`src/rtl/mul_div_unit.sv`:
```
// Iterative RV32M multiply/divide unit.
// Shift-add multiply and restoring divide, one bit per cycle, with
// sign handling done once on operand magnitudes at accept and once on
// the final value when the result is registered.
module mul_div_unit #(
  parameter int XLEN  = 32,
  parameter int CNT_W = 6
) (
  input  logic            clk,
  input  logic            rst,
  input  logic            start,
  input  logic            flush,
  input  logic [2:0]      op,
  input  logic [XLEN-1:0] src1,
  input  logic [XLEN-1:0] src2,
  output logic            busy,
  output logic            done,
  output logic [XLEN-1:0] result
);

  typedef enum logic [1:0] {
    IDLE = 2'd0,
    MUL  = 2'd1,
    DIV  = 2'd2,
    DONE = 2'd3
  } state_t;

  state_t              state_q, state_d;
  logic [CNT_W-1:0]    count_q, count_d;
  logic [2:0]          op_q, op_d;
  logic                neg_q, neg_d;
  logic [XLEN-1:0]     operand_q, operand_d;
  logic [2*XLEN-1:0]   acc_q, acc_d;
  logic [XLEN:0]       rem_q, rem_d;
  logic [XLEN-1:0]     result_q, result_d;

  logic                signed1, signed2;
  logic                neg1, neg2;
  logic [XLEN-1:0]     mag1, mag2;
  logic                acceptNeg;
  logic                divByZero, divOverflow;

  logic [XLEN:0]       mulSum;
  logic [2*XLEN-1:0]   mulNext;
  logic [2*XLEN-1:0]   prodSigned;
  logic [XLEN-1:0]     mulResult;

  logic [XLEN+1:0]     divShift;
  logic [XLEN+1:0]     divTrial;
  logic                divGe;
  logic [XLEN:0]       remNext;
  logic [XLEN-1:0]     quoNext;
  logic [XLEN-1:0]     divRaw;
  logic [XLEN-1:0]     divResult;
  logic [XLEN-1:0]     finalResult;

  // Accept-time operand decode: magnitudes, result sign, divide special cases.
  always_comb begin
    signed1     = op[2] ? ~op[0] : (op[1:0] != 2'b11);
    signed2     = op[2] ? ~op[0] : ~op[1];
    neg1        = signed1 & src1[XLEN-1];
    neg2        = signed2 & src2[XLEN-1];
    mag1        = neg1 ? -src1 : src1;
    mag2        = neg2 ? -src2 : src2;
    acceptNeg   = (op == 3'd6) ? neg1 : (neg1 ^ neg2);
    divByZero   = op[2] && (src2 == '0);
    divOverflow = op[2] && !op[0] &&
                  (src1 == {1'b1, {(XLEN-1){1'b0}}}) && (src2 == '1);
  end

  // One iteration of each algorithm plus the sign-corrected final result.
  always_comb begin
    mulSum      = {1'b0, acc_q[2*XLEN-1:XLEN]} +
                  (acc_q[0] ? {1'b0, operand_q} : '0);
    mulNext     = {mulSum, acc_q[XLEN-1:1]};
    prodSigned  = neg_q ? -mulNext : mulNext;
    mulResult   = (op_q[1:0] == 2'b00) ? prodSigned[XLEN-1:0]
                                       : prodSigned[2*XLEN-1:XLEN];

    divShift    = {rem_q, acc_q[XLEN-1]};
    divTrial    = divShift - {2'b00, operand_q};
    divGe       = ~divTrial[XLEN+1];
    remNext     = divGe ? divTrial[XLEN:0] : divShift[XLEN:0];
    quoNext     = {acc_q[XLEN-2:0], divGe};
    divRaw      = op_q[1] ? remNext[XLEN-1:0] : quoNext;
    divResult   = neg_q ? -divRaw : divRaw;

    finalResult = op_q[2] ? divResult : mulResult;
  end

  // State register and datapath registers, synchronous reset.
  always_ff @(posedge clk) begin
    if (rst) begin
      state_q   <= IDLE;
      count_q   <= '0;
      op_q      <= '0;
      neg_q     <= 1'b0;
      operand_q <= '0;
      acc_q     <= '0;
      rem_q     <= '0;
      result_q  <= '0;
    end else begin
      state_q   <= state_d;
      count_q   <= count_d;
      op_q      <= op_d;
      neg_q     <= neg_d;
      operand_q <= operand_d;
      acc_q     <= acc_d;
      rem_q     <= rem_d;
      result_q  <= result_d;
    end
  end

  // Next-state and register update logic; flush beats start and iteration.
  always_comb begin
    state_d   = state_q;
    count_d   = count_q;
    op_d      = op_q;
    neg_d     = neg_q;
    operand_d = operand_q;
    acc_d     = acc_q;
    rem_d     = rem_q;
    result_d  = result_q;
    case (state_q)
      IDLE: begin
        if (start && !flush) begin
          op_d    = op;
          neg_d   = acceptNeg;
          count_d = CNT_W'(XLEN);
          rem_d   = '0;
          if (op[2]) begin
            acc_d     = {{XLEN{1'b0}}, mag1};
            operand_d = mag2;
            if (divByZero) begin
              state_d  = DONE;
              result_d = op[1] ? src1 : '1;
            end else if (divOverflow) begin
              state_d  = DONE;
              result_d = op[1] ? '0 : src1;
            end else begin
              state_d  = DIV;
            end
          end else begin
            acc_d     = {{XLEN{1'b0}}, mag2};
            operand_d = mag1;
            state_d   = MUL;
          end
        end
      end
      MUL: begin
        if (flush) begin
          state_d = IDLE;
        end else begin
          acc_d   = mulNext;
          count_d = count_q - CNT_W'(1);
          if (count_q == CNT_W'(1)) begin
            state_d  = DONE;
            result_d = finalResult;
          end
        end
      end
      DIV: begin
        if (flush) begin
          state_d = IDLE;
        end else begin
          acc_d   = {acc_q[2*XLEN-1:XLEN], quoNext};
          rem_d   = remNext;
          count_d = count_q - CNT_W'(1);
          if (count_q == CNT_W'(1)) begin
            state_d  = DONE;
            result_d = finalResult;
          end
        end
      end
      DONE: begin
        state_d = IDLE;
      end
      default: begin
        state_d = IDLE;
      end
    endcase
  end

  // Outputs decoded from the current state and the result register.
  always_comb begin
    busy   = (state_q != IDLE);
    done   = (state_q == DONE);
    result = result_q;
  end

endmodule

```
`config.mk`:
```
export PLATFORM = sky130hd
export DESIGN_NAME = mul_div_unit
export DESIGN_NICKNAME = d
export VERILOG_FILES = /design/src/rtl/mul_div_unit.sv
export SDC_FILE = /design/constraint.sdc
export NUM_CORES = 1
export LEC_CHECK = 0
export CAP_MARGIN = 5
export CORE_MARGIN = 2
export CORE_UTILIZATION = 40
export CTS_BUF_LIST = sky130_fd_sc_hd__clkbuf_2
export DETAILED_ROUTE_END_ITERATION = 7
export PLACE_DENSITY = 0.55
export RECOVER_POWER = 25
export SYNTH_ARGS = -nofsm -noshare
export SYNTH_HDL_FRONTEND = slang
export SYNTH_SLANG_ARGS = --single-unit
```
`constraint.sdc`:
```
create_clock -name clk -period 6.05 [get_ports clk]
set_clock_uncertainty 0.05 [all_clocks]
set_input_delay 0.605 -clock clk [delete_from_list [all_inputs] [get_ports clk]]
set_output_delay 0.605 -clock clk [all_outputs]
set_load 0.005 [all_outputs]
```
==> reports/results.tsv <==
metric	value	unit
sequential share of the synthesized area	0.195	
Rows	77	
Slew Limit Fails	213	
1st-pass router iterations	8	
Final HPWL DP	64200	µm
crit path max-delay cell type	nor4_1	
outcome	finished with violations	
Post-Route M1 WL	36100	µm
nets	2736	
Die H	215	µm
setup_tns	0	ns
area delta synth->final	11.0	%
CP Class	reg -> reg	
drt drc	1	
hold path depth	4	
Port Buffer Count	104	
Post-synth EDFFs	0	
CTS tree	built	
RSZ-0062 raised after global routing	false	
flops & latches, synth	173	
CTS Buf Count	17	
Sink Count	173	
GR Overflow Total	0	
metal2 WL	35800	µm
Cell variety after synth	100	
WL final	82500	µm
vias per cell	6.38	
headroom to the max-slew limit	-1.42	
via count	20400	
DR WL met3	6870	µm
vias in the first global route	18800	
flop2flop setup slack	0.37	ns
Net Count, Synth	2721	
HP Class	in -> reg	
instance count of the mapped netlist	2572	
Setup Fix Bufs, Post-CTS	0	
GR Util All Layers	0.350	
post-CTS sizing	0	
failing checks	design-rule violations, max-capacitance violations, max-slew violations	
worst-margin pin slew	3.63	ns
worst-path fanout max	7	
CP required	7.03	ns
Tmin final	5.68	ns
Setup crit end kind	flop	
root buf cell	clkbuf_2	
Fmax	0.176	GHz
worst hold slack	0.170	ns
Mapped Area	17800	µm²
reg2reg path depth	19	
max cap viols	3	
Final setup viols	0	
largest net degree at the start of global routing	107	
Critical Path, Cell by Cell	inv_1, ha_1, nand2_1, nor4_2, o211ai_1, a21oi_1, o211a_1, mux2i_1, nand2_1, o21ai_0, ha_1, o21ai_0, a211oi_1, buf_4, nand3_1, nor4_1, mux2i_1, a21oi_1, o2bb2ai_1	
Power Dens Cells	282	nW/µm²
Yosys warnings	0	
slowest stage delay, CP	0.64	ns
Ports	105	
worst r2r src	operand_q[10]	
ys flop type	dfxtp_1	
first-pass GRT wire length	122000	µm
Syn Area/Cell	6.92	µm²
critical path arrival	6.66	ns
Top Layer Used	met5	
Core ar.	44000	µm²
Final Cycle Share	0.939	
worst vdd ir	175	µV
Final ANT Viol Nets	0	
async set-reset flop share out of synthesis	0	
H-tree Lvls	4	
initial antenna violation count	3	
DR iter-0 viols	2200	
hold path startpoint	op[1]	
initial core utilization	0.404	
WL per Instance	25.8	µm
RePlAce Congestion	0.961	
Leakage	7.23	nW
clk_lat worst skew	1.19	ns
area of the die	46200	µm²
Startpoint Class	flop	
clock buffer depth	2	
reg-to-reg endpoint	result[26]	
Final Hold Vio Count	0	
CTS clk-pin slew, worst paths	0.35	ns
share of cells above drive strength 1	0.0692	
sink of the worst hold path	op_q[1]	
Die W	215	µm
cells in the final DEF, fill, tap and decap left out, drive strengths merged, types with 13 or more instances in the layout:
master         netlist  final
clkbuf             167     20
a221o               19     19
ha                  76     76
mux2                13     13
or3                 27     27
dlygate4sd3          0     21
and3                19     19
or4                 16     16
maj3                20     20
clkdlybuf4s50        0     84
xor2                80     80
nor3                77     77
dfxtp              173    173
o21ai              149    149
o21a                14     14
xnor2               63     63
a22oi               52     52
o31ai               37     37
nand3               51     51
a31oi               24     24
nor2               317    317
a21oi              241    241
a311oi              27     27
a211oi              62     62
nand4               37     37
a22o                17     17
buf                 30     85
or2                 17     17
o211ai              65     65
mux2i               39     39
a21o                22     22
nor4                33     33
and2                51     51
nand2              295    295
inv                 69     79
cells by family after synthesis:
kind of cell | Yosys count | share of synthesized area
muxes | 52 | 0.0302
DFF | 173 | 0.195
AOI/OAI and AO/OA | 845 | 0.316
and+or+nand+nor | 993 | 0.265
buffers and inverters | 268 | 0.0577
xor gates and xnor gates | 143 | 0.0704
adders and majority gates | 98 | 0.0669
per-layer routing:
metal  track usage  up-vias
met4         0.155        2
met5             0        -
met2         0.540      992
li1              -     9513
met1         0.476     9757
met3        0.0617      149
flip-flops by register name, indices dropped and copies added, names as in the netlist:
name       cells
rem_q         33
op_q           3
acc_q         64
count_q        6
result        32
state_q        2
neg_q          1
operand_q     32
cell type report:
| class | count | area [µm²] |
|---|---|---|
| fillers | 4720 | 24300 |
| multi-input cells | 2131 | 13300 |
| flip-flops and latches | 173 | 3470 |
| repair buffers | 193 | 1700 |
| well taps | 592 | 741 |
| inverters | 71 | 267 |
| clock inverters | 15 | 146 |
| clock buffers | 17 | 85.1 |
| diodes | 7 | 17.5 |
synthesized netlist by cell type, drive strengths merged, types with 22 or more instances:
cell type / n / area (µm²)
nand4: 37 / 231
clkbuf: 167 / 627
mux2i: 39 / 390
a31oi: 24 / 150
and2: 51 / 319
dfxtp: 173 / 3460
a211oi: 62 / 470
buf: 30 / 134
nor4: 33 / 258
a22oi: 52 / 390
or3: 27 / 174
inv: 69 / 259
nand3: 51 / 260
nor3: 77 / 397
o31ai: 37 / 297
xnor2: 63 / 552
o21ai: 149 / 749
ha: 76 / 951
nand2: 295 / 1110
a311oi: 27 / 243
a21o: 22 / 165
xor2: 80 / 701
a21oi: 241 / 1210
nor2: 317 / 1200
o211ai: 65 / 488
critical path, delay by kind of cell, from the launching register on:
kind	cells	cell delay, ns
flip-flops	1	0.58
multiplexers	2	0.55
buffers and inverters	2	0.28
AND/OR/NAND/NOR	5	1.52
adder cells (fa/ha/maj)	2	0.70
AO/OA/AOI/OAI	8	1.82
per-stage QoR:
| stage | cells | setup WS, ns | cell area [µm²] | power (W) | util |
|---|---|---|---|---|---|
| 2_1_floorplan | 2572 | 1.05 | 17800 | 0.00351 | - |
| 3_3_place_gp | 3157 | 0.496 | 19500 | 0.00475 | 0.443 |
| 3_5_place_dp | 3157 | 0.540 | 19500 | 0.00475 | 0.443 |
| 4_1_cts | 3192 | 0.472 | 19800 | 0.00547 | 0.449 |
| 5_1_grt | 3195 | 0.0767 | 19800 | 0.00584 | 0.449 |
| 6_report | 3199 | 0.369 | 19800 | 0.00556 | 0.449 |
worst max path at each step:
stage	to	depth (start not counted)	startpoint	slack, ns
global placement	result[24]	19	operand_q[10]	0.50
floorplan	result[24]	21	operand_q[6]	1.05
finish	result[26]	19	operand_q[10]	0.37
CTS	result[24]	19	operand_q[10]	0.47
global route	result[26]	19	operand_q[10]	0.08
detailed placement	result[24]	19	operand_q[10]	0.54
timing repair:
action	CTS	global route
hold endpoints to repair	88	0
hold buffers	3	0
endpoints found under the setup margin	0	0
where the power goes:
group | switching (W) | internal (W)
Clock | 0.000579 | 0.000137
Combinational | 0.00226 | 0.00112
Sequential | 0.000191 | 0.00129
Total | 0.00302 | 0.00254
No activity file was read; power rests on OpenSTA's default activity.
